<file path="config.mk">
export PLATFORM = sky130hd
export DESIGN_NAME = padctrl_attr_seq
export DESIGN_NICKNAME = d
export VERILOG_FILES = /design/src/rtl/padctrl_reg_pkg.sv /design/src/rtl/padctrl_seq_pkg.sv /design/src/rtl/padctrl_settle_cnt.sv /design/src/rtl/padctrl_attr_seq.sv
export SDC_FILE = /design/constraint.sdc
export NUM_CORES = 1
export LEC_CHECK = 0
export ABC_AREA = 1
export CELL_PAD_IN_SITES_DETAIL_PLACEMENT = 0
export CELL_PAD_IN_SITES_GLOBAL_PLACEMENT = 1
export CORE_MARGIN = 2
export CORE_UTILIZATION = 30
export DETAILED_ROUTE_END_ITERATION = 8
export PLACE_DENSITY_LB_ADDON = 0.08
export RECOVER_POWER = 100
export SETUP_SLACK_MARGIN = 0.1
export SLEW_MARGIN = 5
export SYNTH_ARGS = -nofsm -noshare
export SYNTH_HDL_FRONTEND = slang
export SYNTH_SLANG_ARGS = --single-unit
</file>
<file path="constraint.sdc">
create_clock -name clk_i -period 3.15 [get_ports clk_i]
set_input_delay 0.4725 -clock clk_i [delete_from_list [all_inputs] [get_ports clk_i]]
set_output_delay 0.4725 -clock clk_i [all_outputs]
set_load 0.02 [all_outputs]
</file>
<file path="src/rtl/padctrl_reg_pkg.sv">
// Pad register-file dimensions shared by padctrl blocks.
package padctrl_reg_pkg;

  localparam int unsigned NMioPads = 16;
  localparam int unsigned NDioPads = 4;
  localparam int unsigned AttrDw   = 8;

endpackage : padctrl_reg_pkg

</file>
<file path="src/rtl/padctrl_seq_pkg.sv">
// Types and constants for the pad attribute update sequencer.
package padctrl_seq_pkg;

  import padctrl_reg_pkg::*;

  // Unified pad index space: MIO pads first, then DIO pads.
  localparam int unsigned NPads   = NMioPads + NDioPads;
  localparam int unsigned PadIdxW = 5;

  typedef enum logic [1:0] {
    IDLE   = 2'd0,
    SCAN   = 2'd1,
    SETTLE = 2'd2
  } seq_state_e;

endpackage : padctrl_seq_pkg

</file>
<file path="src/rtl/padctrl_settle_cnt.sv">
// Loadable down-counter used to time the settle window after a pad update.
// Ports:
//   clk_i, rst_ni  clock, synchronous active-low reset
//   load_i         load load_val_i (takes priority over dec_i)
//   load_val_i     value to load
//   dec_i          decrement by one; saturates at zero
//   zero_c_o       combinational flag, counter equals zero
module padctrl_settle_cnt #(
  parameter int unsigned CntW = 3
) (
  input  logic            clk_i,
  input  logic            rst_ni,
  input  logic            load_i,
  input  logic [CntW-1:0] load_val_i,
  input  logic            dec_i,
  output logic            zero_c_o
);

  logic [CntW-1:0] cnt_q, cnt_d;

  // Next count: load wins, otherwise saturating decrement.
  always_comb begin
    cnt_d = cnt_q;
    if (load_i) begin
      cnt_d = load_val_i;
    end else if (dec_i && (cnt_q != '0)) begin
      cnt_d = cnt_q - CntW'(1);
    end
  end

  always_ff @(posedge clk_i) begin
    if (!rst_ni) begin
      cnt_q <= '0;
    end else begin
      cnt_q <= cnt_d;
    end
  end

  assign zero_c_o = (cnt_q == '0);

endmodule : padctrl_settle_cnt

</file>
<file path="src/rtl/padctrl_attr_seq.sv">
// Applies requested MIO/DIO pad attributes one pad at a time, visiting pads
// with a round-robin pointer and waiting a settle window after each update.
// Optional feature macro: PADCTRL_SEQ_LOCK_EN adds lock_i, which freezes the
// applied attributes (no new update starts; a running settle completes).
// Ports:
//   clk_i, rst_ni  clock, synchronous active-low reset
//   lock_i         (PADCTRL_SEQ_LOCK_EN only) freeze updates
//   mio_attr_i     requested MIO attributes, NMioPads*AttrDw
//   dio_attr_i     requested DIO attributes, NDioPads*AttrDw
//   mio_attr_o     applied MIO attributes (registered)
//   dio_attr_o     applied DIO attributes (registered)
//   upd_valid_o    one-cycle pulse, a pad was updated (registered)
//   upd_idx_o      index of the updated pad, MIO 0..15, DIO 16..19 (registered)
//   busy_o         sequencer not idle, decoded from the state register
module padctrl_attr_seq
  import padctrl_reg_pkg::*;
  import padctrl_seq_pkg::*;
#(
  parameter int unsigned SettleCycles = 4
) (
  input  logic                       clk_i,
  input  logic                       rst_ni,
`ifdef PADCTRL_SEQ_LOCK_EN
  input  logic                       lock_i,
`endif
  input  logic [NMioPads*AttrDw-1:0] mio_attr_i,
  input  logic [NDioPads*AttrDw-1:0] dio_attr_i,
  output logic [NMioPads*AttrDw-1:0] mio_attr_o,
  output logic [NDioPads*AttrDw-1:0] dio_attr_o,
  output logic                       upd_valid_o,
  output logic [PadIdxW-1:0]         upd_idx_o,
  output logic                       busy_o
);

  localparam int unsigned CntW  = $clog2(SettleCycles + 1);
  localparam int unsigned MioW  = NMioPads * AttrDw;
  localparam int unsigned AllW  = NPads * AttrDw;

  // A zero-length settle window would let updates fire back to back.
  if (SettleCycles < 1) begin : g_bad_settle
    $error("padctrl_attr_seq: SettleCycles must be >= 1");
  end

  seq_state_e         state_q, state_d;
  logic [PadIdxW-1:0] ptr_q, ptr_d;
  logic [AllW-1:0]    applied_q, applied_d;
  logic               upd_valid_q, upd_valid_d;
  logic [PadIdxW-1:0] upd_idx_q, upd_idx_d;

  logic [AllW-1:0]    req_all;
  logic [NPads-1:0]   diff;
  logic               any_diff;
  logic [PadIdxW-1:0] ptr_next;
  logic               lock;
  logic               cnt_load, cnt_dec, cnt_zero;

`ifdef PADCTRL_SEQ_LOCK_EN
  assign lock = lock_i;
`else
  assign lock = 1'b0;
`endif

  // MIO occupies the low lanes so the pad index maps directly to the lane.
  assign req_all = {dio_attr_i, mio_attr_i};

  // Per-pad pending flag on the live request.
  always_comb begin
    diff = '0;
    for (int unsigned i = 0; i < NPads; i++) begin
      diff[i] = (req_all[i*AttrDw +: AttrDw] != applied_q[i*AttrDw +: AttrDw]);
    end
  end

  assign any_diff = |diff;
  assign ptr_next = (ptr_q == PadIdxW'(NPads - 1)) ? '0 : ptr_q + PadIdxW'(1);

  // Next state, pointer, applied attributes and update strobe.
  always_comb begin
    state_d     = state_q;
    ptr_d       = ptr_q;
    applied_d   = applied_q;
    upd_valid_d = 1'b0;
    upd_idx_d   = upd_idx_q;
    cnt_load    = 1'b0;
    cnt_dec     = 1'b0;

    unique case (state_q)
      IDLE: begin
        if (any_diff && !lock) begin
          state_d = SCAN;
        end
      end

      SCAN: begin
        if (lock || !any_diff) begin
          // Nothing left to apply (or frozen): park without touching ptr.
          state_d = IDLE;
        end else if (diff[ptr_q]) begin
          applied_d[int'(ptr_q)*AttrDw +: AttrDw] = req_all[int'(ptr_q)*AttrDw +: AttrDw];
          upd_valid_d = 1'b1;
          upd_idx_d   = ptr_q;
          cnt_load    = 1'b1;
          state_d     = SETTLE;
        end else begin
          ptr_d = ptr_next;
        end
      end

      SETTLE: begin
        if (!cnt_zero) begin
          cnt_dec = 1'b1;
        end else begin
          // Move past the pad just updated so other pads get a fair turn.
          ptr_d   = ptr_next;
          state_d = (any_diff && !lock) ? SCAN : IDLE;
        end
      end

      default: begin
        state_d = IDLE;
      end
    endcase
  end

  always_ff @(posedge clk_i) begin
    if (!rst_ni) begin
      state_q     <= IDLE;
      ptr_q       <= '0;
      applied_q   <= '0;
      upd_valid_q <= 1'b0;
      upd_idx_q   <= '0;
    end else begin
      state_q     <= state_d;
      ptr_q       <= ptr_d;
      applied_q   <= applied_d;
      upd_valid_q <= upd_valid_d;
      upd_idx_q   <= upd_idx_d;
    end
  end

  // Loaded with SettleCycles-1 so SETTLE lasts exactly SettleCycles cycles.
  padctrl_settle_cnt #(
    .CntW (CntW)
  ) u_settle_cnt (
    .clk_i      (clk_i),
    .rst_ni     (rst_ni),
    .load_i     (cnt_load),
    .load_val_i (CntW'(SettleCycles - 1)),
    .dec_i      (cnt_dec),
    .zero_c_o   (cnt_zero)
  );

  assign mio_attr_o  = applied_q[MioW-1:0];
  assign dio_attr_o  = applied_q[AllW-1:MioW];
  assign upd_valid_o = upd_valid_q;
  assign upd_idx_o   = upd_idx_q;
  assign busy_o      = (state_q != IDLE);

endmodule : padctrl_attr_seq
</file>
==> results of run 1 <==
[logic make-up (layout without fill, tap and decap cells)]
logic type,after synthesis,count (layout),share of synthesized area
xor+xnor,86,86,0.0601
simple gates,1332,1332,0.464
buf+inv,317,748,0.104
flops,176,176,0.281
fa+ha+maj,5,5,0.00499
compound gates,199,199,0.0860
other cells,0,1,0
[repair_timing]
action	CTS	global route
gates resized for setup	0	9
setup buffers	2	2
endpoints found under the setup margin	4	37
pin swaps	1	1
[worst max-delay path: cells and delay by family (launching register included)]
kind                   cells  cell delay [ns]
AND/OR/NAND/NOR           11             1.81
flip-flops                 1             0.45
buffers and inverters      2             0.38
AO/OA/AOI/OAI              2             0.20
[stage by stage]
stage / cell area [µm²] / cells / power, µW / setup WS [ns]
after floorplan: 12500 / 2115 / 3120 / 0.0611
after global placement: 17500 / 3043 / 3900 / 0.0663
after detailed placement: 17500 / 3043 / 3890 / 0.0704
after CTS: 18100 / 3076 / 6270 / 0.132
after global routing: 18100 / 3078 / 6500 / 0.0276
final: 18100 / 3079 / 6230 / 0.200
[registers in the layout, summed over array words and instances (netlist names)]
signal              count
ptr_q                   5
state_q                 2
upd_valid_o             1
upd_idx_o               5
applied_q             160
u_settle_cnt.cnt_q      3
[cell type report]
class	count	area share
Timing Repair Buffer	502	0.262
Clock buffer	20	0.0253
Sequential cell	176	0.195
Antenna cell	1	0.000138
Clock inverter	11	0.00982
Multi-Input combinational cell	1622	0.426
Inverter	215	0.0448
Tap cell	532	0.0368
[cell usage in the layout (no fill, tap or decap), types with 3 or more instances in the layout]
cell,instances
nor4_1,12
clkdlybuf4s50_1,158
nor2_2,19
nand3_1,253
buf_4,148
nand2_1,683
inv_1,203
o22ai_1,5
clkbuf_2,4
ha_1,5
clkbuf_1,3
nand3b_1,4
dfxtp_1,175
inv_6,4
nand2_2,3
inv_2,9
buf_12,14
a22oi_1,6
o21ai_1,4
or2_2,11
dlygate4sd3_1,169
nor2_1,245
nor3_2,7
o221ai_1,6
nand3_2,7
o211ai_1,11
nor2_4,5
a21oi_1,144
o21ai_0,20
nor3_1,27
buf_2,3
nor3_4,5
nand4_1,44
clkbuf_16,17
xnor2_1,60
bufinv_16,4
xor2_1,26
[power by group through the flow]
stage	logic, µW	registers (µW)	clock network [µW]
5_1_grt	1720	2270	2510
2_1_floorplan	801	2320	0
6_report	1600	2270	2360
4_1_cts	1590	2270	2410
3_3_place_gp	1580	2320	0
3_5_place_dp	1580	2320	0
[final timing paths]
path              slack [ns]                           to                  startpoint  depth (start not counted)
setup / recovery        0.20  applied_q[142]$_SDFFE_PN0P_       ptr_q[0]$_SDFFE_PN0P_                         15
hold / removal          0.49   applied_q[78]$_SDFFE_PN0P_  applied_q[78]$_SDFFE_PN0P_                          2
setup reg to reg        0.20  applied_q[142]$_SDFFE_PN0P_       ptr_q[0]$_SDFFE_PN0P_                         15
hold reg to reg         0.49   applied_q[78]$_SDFFE_PN0P_  applied_q[78]$_SDFFE_PN0P_                          2
[layer usage]
layer	GRT usage	part of all wire	routed length [µm]	vias to the layer above
li1	-	-	-	7613
met1	0.397	0.47	29600	7089
met2	0.447	0.44	27500	492
met3	0.0453	0.059	3710	75
met4	0.0985	0.032	2000	0
met5	0	0	0	-
==> results_dict.tcl, run 1 <==
set metrics [dict create \
    outcome "completed" \
    cts.hold.buffers_added 0 \
    synth.area.top_cells "dfxtp_1, nand2_1, nand3_1" \
    antenna_found_initial 0 \
    drcViolationCount 0 \
    max-clock-path-buffers 2 \
    timing.setup.tns_ns 0 \
    vdd_drop_max_uv 363 \
    fin_crit_sh 0.937 \
    drive_gt1_frac 0.108 \
    drtPass1Iterations 7 \
    yosys_warnings 0 \
    tightest_slew_ns 0.766 \
    grt_max_degree 126 \
    grtUsageTotal 0.286 \
    nets 2701 \
    synth_cells 2115 \
    die_area_mm2 0.0434 \
    place_hpwl_mm 51.7 \
    rows 74 \
    fin_util 0.441 \
    cp_max_fo 10 \
    core_area_mm2 0.0410 \
    total_leakage_power_uw 0.00807 \
    fin_skew_ns 0.0127 \
    cp-start-kind "flop" \
    yosysMostFrequentCell "nand2_1" \
    critPathCaptureType "flop" \
    path_cells "inv_2 -> nor2_4 -> buf_4 -> nand2_1 -> nand3_1 -> nand2_1 -> nand2_1 -> o21ai_1 -> nand2_1 -> nand3_1 -> nor2_2 -> nand3_1 -> nor2_1 -> nand3_1 -> a21oi_1" \
    max_stage_delay_ns 0.45 \
    initial_core_util 0.305 \
    ioPinCount 329 \
    cts_tree "built" \
    vias 15269 \
    ys_ff_latch 176 \
    yosysUniqueCellTypes 44 \
    cts_buffers 17 \
    synth_top_flop_cell "dfxtp_1" \
    synth_top_area_cell "dfxtp_1" \
    grt_pass1_wl_mm 93.2 \
    combPwrFrac 0.257 \
    synth-edff-count 0 \
    critPathKind "reg2reg" \
    routabilityCongestion 0.945 \
    routed_via_density 4.96 \
    hold_violations 0 \
    syn_nets 2282 \
    rsz0062_at_grt "yes" \
    seq_area_frac_synth 0.281 \
    multiInputGateArea_mm2 0.00770 \
    wl_per_cell_um 20.4 \
    async_reset_ff_frac 0 \
    ant_nets 0 \
    power_switching_uw 2000 \
    synth_top_cells_by_count "nand2_1, nand3_1, nor2_1" \
    slew_headroom 0.489 \
    power_frac_seq 0.364 \
    arrival_ns 3.32 \
    cp_slowest_cell "dfxtp_2" \
    cts.sinks 176 \
    die_y_um 208 \
    setup_viol 0 \
    syn_area_per_cell_um2 5.92 \
    synth_area_mm2 0.0125 \
    cts_root_buffer "clkbuf_16" \
    timing.hold.ws_ns 0.494 \
    p_int_uw 4230 \
    p_sw_frac 0.321 \
    area_growth_pct 44.4 \
    hold_path.class "reg2reg" \
    fin_crit_ns 2.95 \
    n_fill_cell 4386 \
    cts_max_level 4 \
    cp.required_ns 3.52 \
    cap_viol_max_count 0 \
    regArea_mm2 0.00352 \
    grt-ovfl-total 0 \
    clk_pin_slew_ns 0.07 \
    worst_skew_pair.late_latency_ns 0.45 \
    totalWireLength_mm 62.9 \
    timing.final.max_slew_violations 0 \
    drt_iter0_drc 1171 \
    timing.fmax_mhz 339 \
    grt_pass1_vias 14729 \
    yosys.area.top_type_share 0.281 \
    port_buffers 328 \
    die_w_um 208 \
    clockPowerShare 0.379 \
    p_per_area_mw_per_mm2 344 \
]
(Power assumes the default switching activity.)
==> inputs of run 2 (changes only) <==
- ABC_AREA: 1 -> unset
- CORE_UTILIZATION: 30 -> 32
- CTS_CLUSTER_DIAMETER: unset -> 40
==> results_dict.tcl, run 2 <==
set metrics [dict create \
    outcome "completed" \
    place_area_mm2 0.0163 \
    yosys.area.top_type_share 0.333 \
    max-clock-path-buffers 2 \
    cts.hold.buffers_added 0 \
    drcViolationCount 0 \
    final_cell_mix "nand2_1, buf_4, dfxtp_1" \
    timing.fmax_mhz 326 \
    largest_register "applied_q" \
    cts_root_buffer "clkbuf_16" \
    fin_crit_sh 0.972 \
    ant_nets 0 \
    timing.final.max_slew_violations 0 \
    synth-edff-count 0 \
    fin_skew_ns 0.0125 \
    synth_top_flop_cell "dfxtp_1" \
    die_area_mm2 0.0346 \
    hold_path.startpoint "rst_ni" \
    vias 10666 \
    synth_simple_gate_area_frac 0.196 \
    clk_pin_slew_ns 0.08 \
    synthAdderAreaFrac 0.00591 \
    n_antenna_cell 0 \
    seq_area_frac_synth 0.333 \
    slew_headroom 0.380 \
    rows 66 \
    cts_tree "built" \
    die_w_um 186 \
    pre_cts_slack_ns -0.586 \
    vdd_drop_max_uv 457 \
    grt_pass1_vias 10879 \
    synth_top_family_by_area "multiplexers" \
    cp_slowest_cell "or4b_2" \
    antenna_found_initial 0 \
    cp.required_ns 3.52 \
    fin_util 0.528 \
    rr_worst_depth 7 \
    hold_path.class "in2reg" \
    place_hpwl_mm 41.1 \
    p_per_area_mw_per_mm2 504 \
    largest_register_ffs 160 \
    grtUsageTotal 0.290 \
    regToRegEndpoint "applied_q[48]$_SDFFE_PN0P_" \
    power_uw 8650 \
    postLayoutCellArea_mm2 0.0172 \
    drtPass1Iterations 5 \
    min_to "u_settle_cnt.cnt_q[0]$_SDFFE_PN0P_" \
    synth_mux_area_frac 0.262 \
    synth.area.top_cells "dfxtp_1, mux2i_1, xnor2_1" \
    critPathCaptureType "flop" \
    ys_ff_latch 176 \
    drive_gt1_frac 0.228 \
    arrival_ns 3.43 \
    cp_max_fo 8 \
    cts_buffers 17 \
    n_fill_cell 3103 \
    ioPinCount 329 \
    totalWireLength_mm 50.5 \
    synth_top_area_cell "dfxtp_1" \
    setup_viol 0 \
    async_reset_ff_frac 0 \
    grt-ovfl-total 0 \
    synth_top_cells_by_count "nand2_1, dfxtp_1, mux2i_1" \
    final_common_cell "nand2_1" \
    routabilityCongestion 0.910 \
    die_y_um 186 \
    port_buffers 328 \
    setup_ws_ns 0.0871 \
    cts_max_level 4 \
    drt_iter0_drc 682 \
    yosysUniqueCellTypes 58 \
    hold_violations 0 \
    syn_nets 1271 \
    total_leakage_power_uw 0.00738 \
    area_growth_pct 62.2 \
    core_area_mm2 0.0325 \
    r2r_slack_ns 0.14 \
    grt_pass1_wl_mm 72.3 \
    max_stage_delay_ns 0.73 \
    synth_compound_gate_area_share 0.0377 \
    path_cells "dlygate4sd3_1 -> xor2_1 -> nor4_1 -> buf_4 -> and4_1 -> nand4_1 -> nor4_1 -> buf_4 -> or4b_2 -> nor3_4 -> buf_12 -> mux2i_1" \
    yosys_warnings 0 \
    critPathKind "in2reg" \
    r2r-start "ptr_q[1]$_SDFFE_PN0P_" \
    tightest_slew_ns 0.927 \
    fin_crit_ns 3.06 \
    synth_cells 1104 \
    synth_area_mm2 0.0106 \
    grt_max_degree 74 \
    wl_per_cell_um 24.0 \
    rsz0062_at_grt "yes" \
    yosysMostFrequentCell "nand2_1" \
    syn_area_per_cell_um2 9.59 \
    nets 1818 \
    cts.sinks 176 \
    initial_core_util 0.325 \
    worst_skew_pair.late_latency_ns 0.45 \
    cap_viol_max_count 0 \
    min_path_cells 2 \
    routed_via_density 5.06 \
    cp-start-kind "primary input" \
    yosys.area_share.xor_xnor 0.135 \
]
==> run 2: cell types whose count changed in the layout (fill, tap and decap cells not counted), sizes merged, moves of 137 or more <==
cell	before	now
nand3	260	21
nand2	687	252
a21oi	144	7
mux2i	0	167
inv	217	16
nor2	269	25
==> run 2: cells by family after synthesis <==
kind of cell / Yosys count
adders and majority gates: 5
DFF: 176
AOI/OAI and AO/OA: 46
muxes: 216
and+or+nand+nor: 426
buffers and inverters: 72
xor gates and xnor gates: 163
==> run 2: critical path, delay by kind of cell <==
kind	cells	cell delay [ns]
xor+xnor	1	0.19
buf+inv	4	1.12
simple gates	6	1.46
mux	1	0.18
==> run 2: per-layer routing <==
layer,track usage,share of wire,vias up
met5,0,0,-
met4,0.0702,0.022,0
met3,0.0442,0.057,51
met2,0.486,0.48,417
met1,0.392,0.44,5183
li1,-,-,5015
==> run 2: worst max path at each step <==
stage	from	to	slack, ns	depth (start not counted)
2_1_floorplan	ptr_q[0]$_SDFFE_PN0P_	applied_q[152]$_SDFFE_PN0P_	0.13	11
3_3_place_gp	mio_attr_i[84]	applied_q[25]$_SDFFE_PN0P_	-0.52	10
3_5_place_dp	mio_attr_i[84]	applied_q[28]$_SDFFE_PN0P_	-0.59	10
4_1_cts	mio_attr_i[103]	ptr_q[4]$_SDFFE_PN0P_	0.10	9
5_1_grt	mio_attr_i[53]	applied_q[134]$_SDFFE_PN0P_	0.03	12
6_report	mio_attr_i[110]	applied_q[152]$_SDFFE_PN0P_	0.09	12
==> run 2: metrics by stage <==
step	TNS, ns	instances	hold slack, ns
floorplan	0	1104	0.479
global placement	-56.39	2066	0.444
detailed placement	-58.40	2066	0.448
CTS	0	2102	0.433
global route	0	2106	0.436
finish	0	2106	0.433
==> run 2: cell type report <==
type,instances,area [µm²],share of cell area
Sequential cell,176,3530,0.206
Tap cell,442,553,0.0322
Timing Repair Buffer,589,5610,0.327
Inverter,11,43.8,0.00255
Clock buffer,17,425,0.0248
Clock inverter,15,218,0.0127
Multi-Input combinational cell,856,6790,0.395
==> run 2: where the power goes <==
group	total, µW	switching [µW]	internal [µW]
logic	3840	2050	1780
registers	2430	113	2320
clock network	2380	1090	1300
total	8650	3250	5400
==> run 2: repair_timing <==
action                                  CTS  global route
resized for setup                         2            62
setup buffers                             4             4
endpoints found under the setup margin   69           122
pin swaps                                 8            12
==> inputs of run 3 (changes only) <==
- CTS_CLUSTER_DIAMETER: 40 -> 200
==> results of run 3 <==
Same layout as run 2: the final DEF is identical, and so are final timing and power.
